$ cat src/rtl/frontend_link_tx.sv
`default_nettype none
// ============================================================================
// Module      : frontend_link_tx
// Description : Multi-line serial frame transmitter. Payload words are queued
//               in a DEPTH-entry FIFO, split into LINES slices of
//               ceil(LENGTH/LINES) bits, and sent MSB first on every line in
//               lock-step frames: start 0, data bits, optional even parity,
//               stop 1. Lines idle high.
//               Build option: define FRONTEND_LINK_TX_PARITY_EN to insert the
//               parity bit into every frame.
// Revision    : 1.0 - initial release
// ============================================================================
module frontend_link_tx #(
    parameter int LINES  = 3,
    parameter int LENGTH = 128,
    parameter int DEPTH  = 4
) (
    input  logic              clk,
    input  logic              rst,
    input  logic [LENGTH-1:0] data_in,
    input  logic              valid,
    output logic              ready,
    output logic [LINES-1:0]  d,
    output logic              idle,
    output logic [15:0]       frame_count
);

    localparam int c_slice_w = (LENGTH + LINES - 1) / LINES;
    localparam int c_pad_w   = LINES * c_slice_w;
    localparam int c_ptr_w   = (DEPTH > 1) ? $clog2(DEPTH) : 1;
    localparam int c_cnt_w   = $clog2(DEPTH) + 1;
    localparam int c_bit_w   = (c_slice_w > 1) ? $clog2(c_slice_w) : 1;

    localparam logic [c_bit_w-1:0] c_last_bit = c_bit_w'(c_slice_w - 1);
    localparam logic [c_cnt_w-1:0] c_full     = c_cnt_w'(DEPTH);

    typedef enum logic [2:0] {
        S_IDLE   = 3'd0,
        S_START  = 3'd1,
        S_DATA   = 3'd2,
        S_PARITY = 3'd3,
        S_STOP   = 3'd4
    } state_t;

    state_t                          state_q, state_d;
    logic [LENGTH-1:0]               mem_q [DEPTH];
    logic [c_ptr_w-1:0]              wr_ptr_q, wr_ptr_d;
    logic [c_ptr_w-1:0]              rd_ptr_q, rd_ptr_d;
    logic [c_cnt_w-1:0]              count_q, count_d;
    logic [LINES-1:0][c_slice_w-1:0] shreg_q, shreg_d;
    logic [c_bit_w-1:0]              bit_q, bit_d;
    logic [LINES-1:0]                d_q, d_d;
    logic                            ready_q, ready_d;
    logic                            idle_q, idle_d;
    logic [15:0]                     frame_count_q, frame_count_d;
`ifdef FRONTEND_LINK_TX_PARITY_EN
    logic [LINES-1:0]                parity_q, parity_d;
`endif

    logic                            w_push;
    logic                            w_pop;
    logic                            w_empty;
    logic [c_pad_w-1:0]              w_pad;

    // ready is a registered not-full flag, so acceptance never depends on valid
    assign w_push  = valid & ready_q;
    assign w_empty = (count_q == '0);
    // head word zero-extended to a whole number of slices
    assign w_pad   = c_pad_w'(mem_q[rd_ptr_q]);

    // FIFO storage; pointers carry the flush, contents are cleared for determinism
    always_ff @(posedge clk or posedge rst) begin
        if (rst) begin
            for (int i = 0; i < DEPTH; i++) begin
                mem_q[i] <= '0;
            end
        end else if (w_push) begin
            mem_q[wr_ptr_q] <= data_in;
        end
    end

    // next-state, shift register, FIFO bookkeeping and registered outputs
    always_comb begin
        state_d       = state_q;
        bit_d         = bit_q;
        shreg_d       = shreg_q;
        frame_count_d = frame_count_q;
        w_pop         = 1'b0;
`ifdef FRONTEND_LINK_TX_PARITY_EN
        parity_d      = parity_q;
`endif

        case (state_q)
            S_IDLE: begin
                if (!w_empty) begin
                    state_d = S_START;
                    w_pop   = 1'b1;
                end
            end
            S_START: begin
                state_d = S_DATA;
                bit_d   = '0;
            end
            S_DATA: begin
                if (bit_q == c_last_bit) begin
`ifdef FRONTEND_LINK_TX_PARITY_EN
                    state_d = S_PARITY;
`else
                    state_d = S_STOP;
`endif
                end else begin
                    bit_d = bit_q + c_bit_w'(1);
                end
            end
            S_PARITY: begin
                state_d = S_STOP;
            end
            S_STOP: begin
                frame_count_d = frame_count_q + 16'd1;
                if (!w_empty) begin
                    state_d = S_START;
                    w_pop   = 1'b1;
                end else begin
                    state_d = S_IDLE;
                end
            end
            default: begin
                state_d = S_IDLE;
            end
        endcase

        // popping the head loads all slices (and their parities) at once
        if (w_pop) begin
            for (int j = 0; j < LINES; j++) begin
                shreg_d[j] = w_pad[j*c_slice_w +: c_slice_w];
`ifdef FRONTEND_LINK_TX_PARITY_EN
                parity_d[j] = ^w_pad[j*c_slice_w +: c_slice_w];
`endif
            end
        end

        // line value is registered alongside the state it belongs to
        d_d = '1;
        case (state_d)
            S_START: begin
                d_d = '0;
            end
            S_DATA: begin
                for (int j = 0; j < LINES; j++) begin
                    d_d[j]     = shreg_q[j][c_slice_w-1];
                    shreg_d[j] = shreg_q[j] << 1;
                end
            end
            S_PARITY: begin
`ifdef FRONTEND_LINK_TX_PARITY_EN
                d_d = parity_q;
`else
                d_d = '1;
`endif
            end
            default: begin
                d_d = '1;
            end
        endcase

        wr_ptr_d = w_push ? wr_ptr_q + c_ptr_w'(1) : wr_ptr_q;
        rd_ptr_d = w_pop  ? rd_ptr_q + c_ptr_w'(1) : rd_ptr_q;
        count_d  = count_q;
        if (w_push && !w_pop) begin
            count_d = count_q + c_cnt_w'(1);
        end else if (!w_push && w_pop) begin
            count_d = count_q - c_cnt_w'(1);
        end

        ready_d = (count_d != c_full);
        idle_d  = (state_d == S_IDLE) && (count_d == '0);
    end

    // state and datapath registers; reset forces the line idle immediately
    always_ff @(posedge clk or posedge rst) begin
        if (rst) begin
            state_q       <= S_IDLE;
            wr_ptr_q      <= '0;
            rd_ptr_q      <= '0;
            count_q       <= '0;
            shreg_q       <= '0;
            bit_q         <= '0;
            d_q           <= '1;
            ready_q       <= 1'b0;
            idle_q        <= 1'b1;
            frame_count_q <= '0;
`ifdef FRONTEND_LINK_TX_PARITY_EN
            parity_q      <= '0;
`endif
        end else begin
            state_q       <= state_d;
            wr_ptr_q      <= wr_ptr_d;
            rd_ptr_q      <= rd_ptr_d;
            count_q       <= count_d;
            shreg_q       <= shreg_d;
            bit_q         <= bit_d;
            d_q           <= d_d;
            ready_q       <= ready_d;
            idle_q        <= idle_d;
            frame_count_q <= frame_count_d;
`ifdef FRONTEND_LINK_TX_PARITY_EN
            parity_q      <= parity_d;
`endif
        end
    end

    assign ready       = ready_q;
    assign d           = d_q;
    assign idle        = idle_q;
    assign frame_count = frame_count_q;

endmodule
`default_nettype wire

$ cat config.mk
export PLATFORM = sky130hd
export DESIGN_NAME = frontend_link_tx
export DESIGN_NICKNAME = d
export VERILOG_FILES = /design/src/rtl/frontend_link_tx.sv
export SDC_FILE = /design/constraint.sdc
export NUM_CORES = 1
export LEC_CHECK = 0
export CORE_UTILIZATION = 41
export DETAILED_ROUTE_END_ITERATION = 10
export GPL_TIMING_DRIVEN = 0
export PLACE_DENSITY_LB_ADDON = 0.12
export SYNTH_ARGS = -nofsm -noshare
export SYNTH_HDL_FRONTEND = slang
export SYNTH_SLANG_ARGS = --single-unit
$ cat constraint.sdc
create_clock -name clk -period 22.5 [get_ports clk]
set_input_delay 3.375 -clock clk [delete_from_list [all_inputs] [get_ports clk]]
set_output_delay 3.375 -clock clk [all_outputs]
set_load 0.02 [all_outputs]
# Word level (Yosys, flattened, before mapping)
# Index checks and enable logic that the tools add are counted.
dict set report word_totals {
  input_bits 131
  word_cells 70
  output_inout_bits 21
  register_bits 678
}
dict set report op_classes {
  eq_ne 9
  order_cmp 3
  bitwise 3
  addsub 6
  reduce_logical 14
  mux 19
}
# operator n
set op_table {}
lappend op_table {{bitwise mux 512 bit} 1}
lappend op_table {{two-way mux 128 bit} 3}
lappend op_table {{two-way mux 129 bit} 2}
lappend op_table {{binary-select mux 128 bit (select 2 bit)} 1}
lappend op_table {{demux 128 bit (select 2 bit)} 1}
lappend op_table {{adder 16 x 1 -> 16 bit, second input constant} 1}
lappend op_table {{case mux 3 bit (5 select lines)} 1}
lappend op_table {{zero test 3 bit} 4}
lappend op_table {{two-way mux 3 bit} 4}
lappend op_table {{case mux 6 bit (2 select lines)} 1}
lappend op_table {{equality test 3 x 2 -> 1 bit, second input constant} 3}
lappend op_table {{adder 6 x 1 -> 6 bit, second input constant} 1}
lappend op_table {{equality test 3 x 1 -> 1 bit, second input constant} 2}
lappend op_table {{equality test 6 bit, second input constant} 1}
lappend op_table {{>= comparator 3 bit, second input constant} 2}
lappend op_table {{two-way mux 6 bit} 1}
lappend op_table {{inverter 2 -> 3 bit} 2}
lappend op_table {{case mux 3 bit (2 select lines)} 1}
lappend op_table {{adder 2 x 1 -> 2 bit, second input constant} 2}
lappend op_table {{logical AND 1 bit} 4}
lappend op_table {{nonzero test 2 bit} 2}
lappend op_table {{adder 3 x 1 -> 3 bit, second input constant} 1}
lappend op_table {{equality test 3 bit, second input constant} 1}
lappend op_table {{less-than comparator 3 x 1 -> 1 bit, second input constant} 1}
lappend op_table {{other kinds (8)} 11}

# Logic depth before layout (Yosys ltp)
dict set report depth {
  ltp_word 8
  ltp_mapped 10
  ltp_nobuf 8
}

# Worst setup path after synthesis
# OpenSTA, ideal clock, no wires.
dict set report synth_path {
  path_type {in2reg}
  from {in valid}
  to {reg mem_q[100] (netlist bit)}
  setup_ns 0.125
  stages 6
  path_buffers 3
  t_arrival_ns 4.667
  setup_slack_ns 17.708
  t_required_ns 22.375
  cell_sequence {and2_1 buf_2 nand2_1 clkbuf_1 buf_2 mux2_2}
}
dict set report synth_between {
  elab_chain_len 1
}
# element line_no
set synth_rtl {}
lappend synth_rtl {{start, declared} 21} ;# input logic valid,
lappend synth_rtl {{AND 1 bit} 66} ;# assign w_push = valid & ready_q;
lappend synth_rtl {{end signal, assigned by index} 78} ;# mem_q[wr_ptr_q] <= data_in;
lappend synth_rtl {{end, declared} 46} ;# logic [LENGTH-1:0] mem_q [DEPTH];
# Every way passes these cells.
# A chain may end at the register's enable or synchronous reset.

# Final worst setup path
dict set report layout_path {
  from {in valid}
  to {reg mem_q[457] (netlist bit)}
}
# The elaborated chain is that of the path after synthesis.

==> results.json <==
{
  "status": "finished clean",
  "yosys_most_used_dff": "dfrtp_1",
  "fp-row-count": 97,
  "grt_usage_pct": 19.3,
  "yosysSeqAreaShare_pct": 58.2,
  "dr.pass1.iters": 5,
  "r2r_start": "rd_ptr_q[0]$_DFFE_PP0P_",
  "clock_latency_ns": 0.61,
  "root_buffer": "clkbuf_16",
  "ys_async_sr_fraction_pct": 100,
  "powerDensity_mw_per_mm2": 159,
  "cts_setup_buffers": 0,
  "setup_viol": 0,
  "crit_chain": "clkdlybuf4s50_1 -> and2_1 -> buf_2 -> nand2_1 -> clkbuf_1 -> buf_2 -> mux2_2",
  "crit_path_start_kind": "primary input",
  "cts.clk_slew.worst_paths_ns": 0.06,
  "hold_violations": 0,
  "slew_headroom_pct": 25.4,
  "rrSetupSlack_ns": 19.60,
  "worstHoldEndpoint": "shreg_q[77]$_DFFE_PP0P_",
  "place_hpwl_mm": 44.1,
  "ys_ff_latch": 678,
  "syn_area_mm2": 0.0291,
  "vias_per_cell": 5.34,
  "power_leakage_nw": 14.8,
  "nets": 2338,
  "synth_edf_count": 0,
  "fin_tns_setup_ns": 0,
  "drc": 0,
  "place_ws_ns": 16.18,
  "htree_levels": 3,
  "crit_type": "primary input to flop",
  "clock.fmax_mhz": 178,
  "die_w_um": 269,
  "cp_slowest_cell": "clkbuf_1",
  "critPathMaxFanout": 10,
  "multi_input_area_mm2": 0.0114,
  "cp-end-kind": "flop",
  "drt-total-wl_mm": 67.5,
  "whs_path_depth": 2,
  "fin_crit_sh_pct": 25.0,
  "drv_slew": 0,
  "grt_pass1_wl_mm": 107,
  "peakVddDrop_uv": 66.5,
  "wl_per_cell_um": 21.2,
  "cts.sinks": 678,
  "die_h_um": 269,
  "p_total_mw": 5.48,
  "pin_count": 152,
  "grt_max_degree": 134,
  "required_ns": 22.99,
  "tightest_slew_ns": 1.12,
  "gp_congestion": 0.749,
  "seq_area_mm2": 0.0170,
  "synth_warnings": 0,
  "tritoncts": "built",
  "drt_iter0_markers": 880,
  "dieArea_mm2": 0.0721,
  "syn_inst": 1964,
  "syn2layout_area_growth_pct": 18.0,
  "fin_skew_ns": 0.0211,
  "port_buffers": 151,
  "rsz0062_at_grt": "no",
  "cts_hold_buf": 0,
  "max-clock-path-buffers": 3,
  "syn_avg_cell_area_um2": 14.8,
  "start_util_pct": 41.5,
  "fill_cells": 6115,
  "cts-buffers-inserted": 75,
  "ctsResizeCount": 0,
  "drive_gt1_share_pct": 38.1,
  "r2r_end": "shreg_q[124]$_DFFE_PP0P_",
  "arrival_ns": 6.12,
  "setup_slack_ns": 16.87,
  "rr_worst_depth": 6,
  "antenna_found_initial": 13,
  "period_minus_slack_ns": 5.63,
  "synth_nets": 2105,
  "maxCapViolCount": 0,
  "ys_types": 44,
  "crit_top_cell": "buf_2",
  "min_path_type": "flop to flop",
  "grt_pass1_vias": 18310,
  "fin_util_pct": 49.0,
  "mostFrequentLayoutCells": "dfrtp_1, mux2_2, nand2_1",
  "cpPeakStageDelay_ns": 0.82,
  "layout_commonest_cell": "dfrtp_1",
  "drtAntennaViolNets": 0,
  "coreArea_mm2": 0.0701,
  "num_vias": 17055,
  "grt.overflow.total": 0,
  "worstHoldStart": "shreg_q[77]$_DFFE_PP0P_"
}
## layer usage
metal	part of all wire, %	GRT usage (%)
met5	0.18	0
met4	2.1	6.19
met3	4.7	3.75
met2	49	31.5
met1	44	26.1
## kinds of logic after synthesis
kind of cell | Yosys count | synth area share, %
mux | 642 | 29.7
fa+ha+maj | 11 | 0.464
compound gates | 152 | 3.81
flops | 678 | 58.2
buf+inv | 146 | 2.70
xor+xnor | 24 | 0.721
simple gates | 311 | 4.32
## final cells by class
class	count	share of cell area, %
Tap cell	940	3.42
Sequential cell	678	49.3
Buffer	132	2.13
Antenna cell	2	0.0145
Clock buffer	113	6.61
Clock inverter	17	0.429
Inverter	14	0.175
Timing Repair Buffer	156	4.79
Multi-Input combinational cell	1140	33.1
## metrics by stage
| step | cells | hold slack [ns] | instance area, um^2 |
|---|---|---|---|
| 2_1_floorplan | 1964 | 0.437 | 29100 |
| 3_3_place_gp | 3055 | 0.450 | 31800 |
| 3_5_place_dp | 3060 | 0.456 | 32000 |
| 4_1_cts | 3190 | 0.469 | 34400 |
| 5_1_grt | 3192 | 0.483 | 34400 |
| 6_report | 3192 | 0.467 | 34400 |
## power by group
part / internal (mW) / total, mW / switching (mW) / leakage (nW)
Sequential: 1.85 / 2.14 / 0.290 / 8.11
Clock: 0.717 / 1.21 / 0.492 / 1.20
Combinational: 1.14 / 2.14 / 0.998 / 5.46
## worst max-delay path by stage
stage          slack [ns]                endpoint  startpoint  depth (start not counted)
6_report            16.87  mem_q[457]$_DFFE_PP0P_       valid                          7
5_1_grt             16.76  mem_q[484]$_DFFE_PP0P_         rst                          5
4_1_cts             16.81  mem_q[236]$_DFFE_PP0P_       valid                          7
3_5_place_dp        16.18  mem_q[236]$_DFFE_PP0P_       valid                          7
3_3_place_gp        -7.08  mem_q[100]$_DFFE_PP0P_         rst                          2
2_1_floorplan        0.13    bit_q[0]$_DFFE_PP0P_         rst                          1
## flip-flops by register name, indices dropped and copies added (netlist names)
name and cells:
mem_q 512, shreg_q 129, frame_count 16, bit_q 6
count_q 3, d 3, state_q 3, rd_ptr_q 2
wr_ptr_q 2, idle 1, ready 1
## synthesized netlist by cell type (2+ instances only)
master | n | share of area, %
nor3_1 | 5 | 0.086
dfrtp_1 | 674 | 58
nand3_1 | 6 | 0.10
and2_1 | 2 | 0.043
a221o_1 | 2 | 0.069
o21ai_0 | 13 | 0.22
dfstp_2 | 4 | 0.36
inv_1 | 13 | 0.17
buf_6 | 20 | 0.77
a21oi_1 | 5 | 0.086
ha_1 | 10 | 0.43
a22oi_1 | 124 | 3.2
nand2_1 | 271 | 3.5
mux2_2 | 513 | 20
xnor2_1 | 17 | 0.51
buf_1 | 12 | 0.15
nor2_1 | 8 | 0.10
and3_1 | 2 | 0.043
buf_2 | 67 | 1.2
a22o_1 | 2 | 0.060
nand4_1 | 7 | 0.15
xor2_1 | 7 | 0.21
clkbuf_1 | 32 | 0.41
mux4_2 | 128 | 9.9
## worst max-delay path: cells and delay by family
kind	cells	cell delay, ns
buffers and inverters	4	2.03
multiplexers	1	0.38
AND/OR/NAND/NOR	2	0.31
Note: power is estimated with default switching activity, not from simulation.
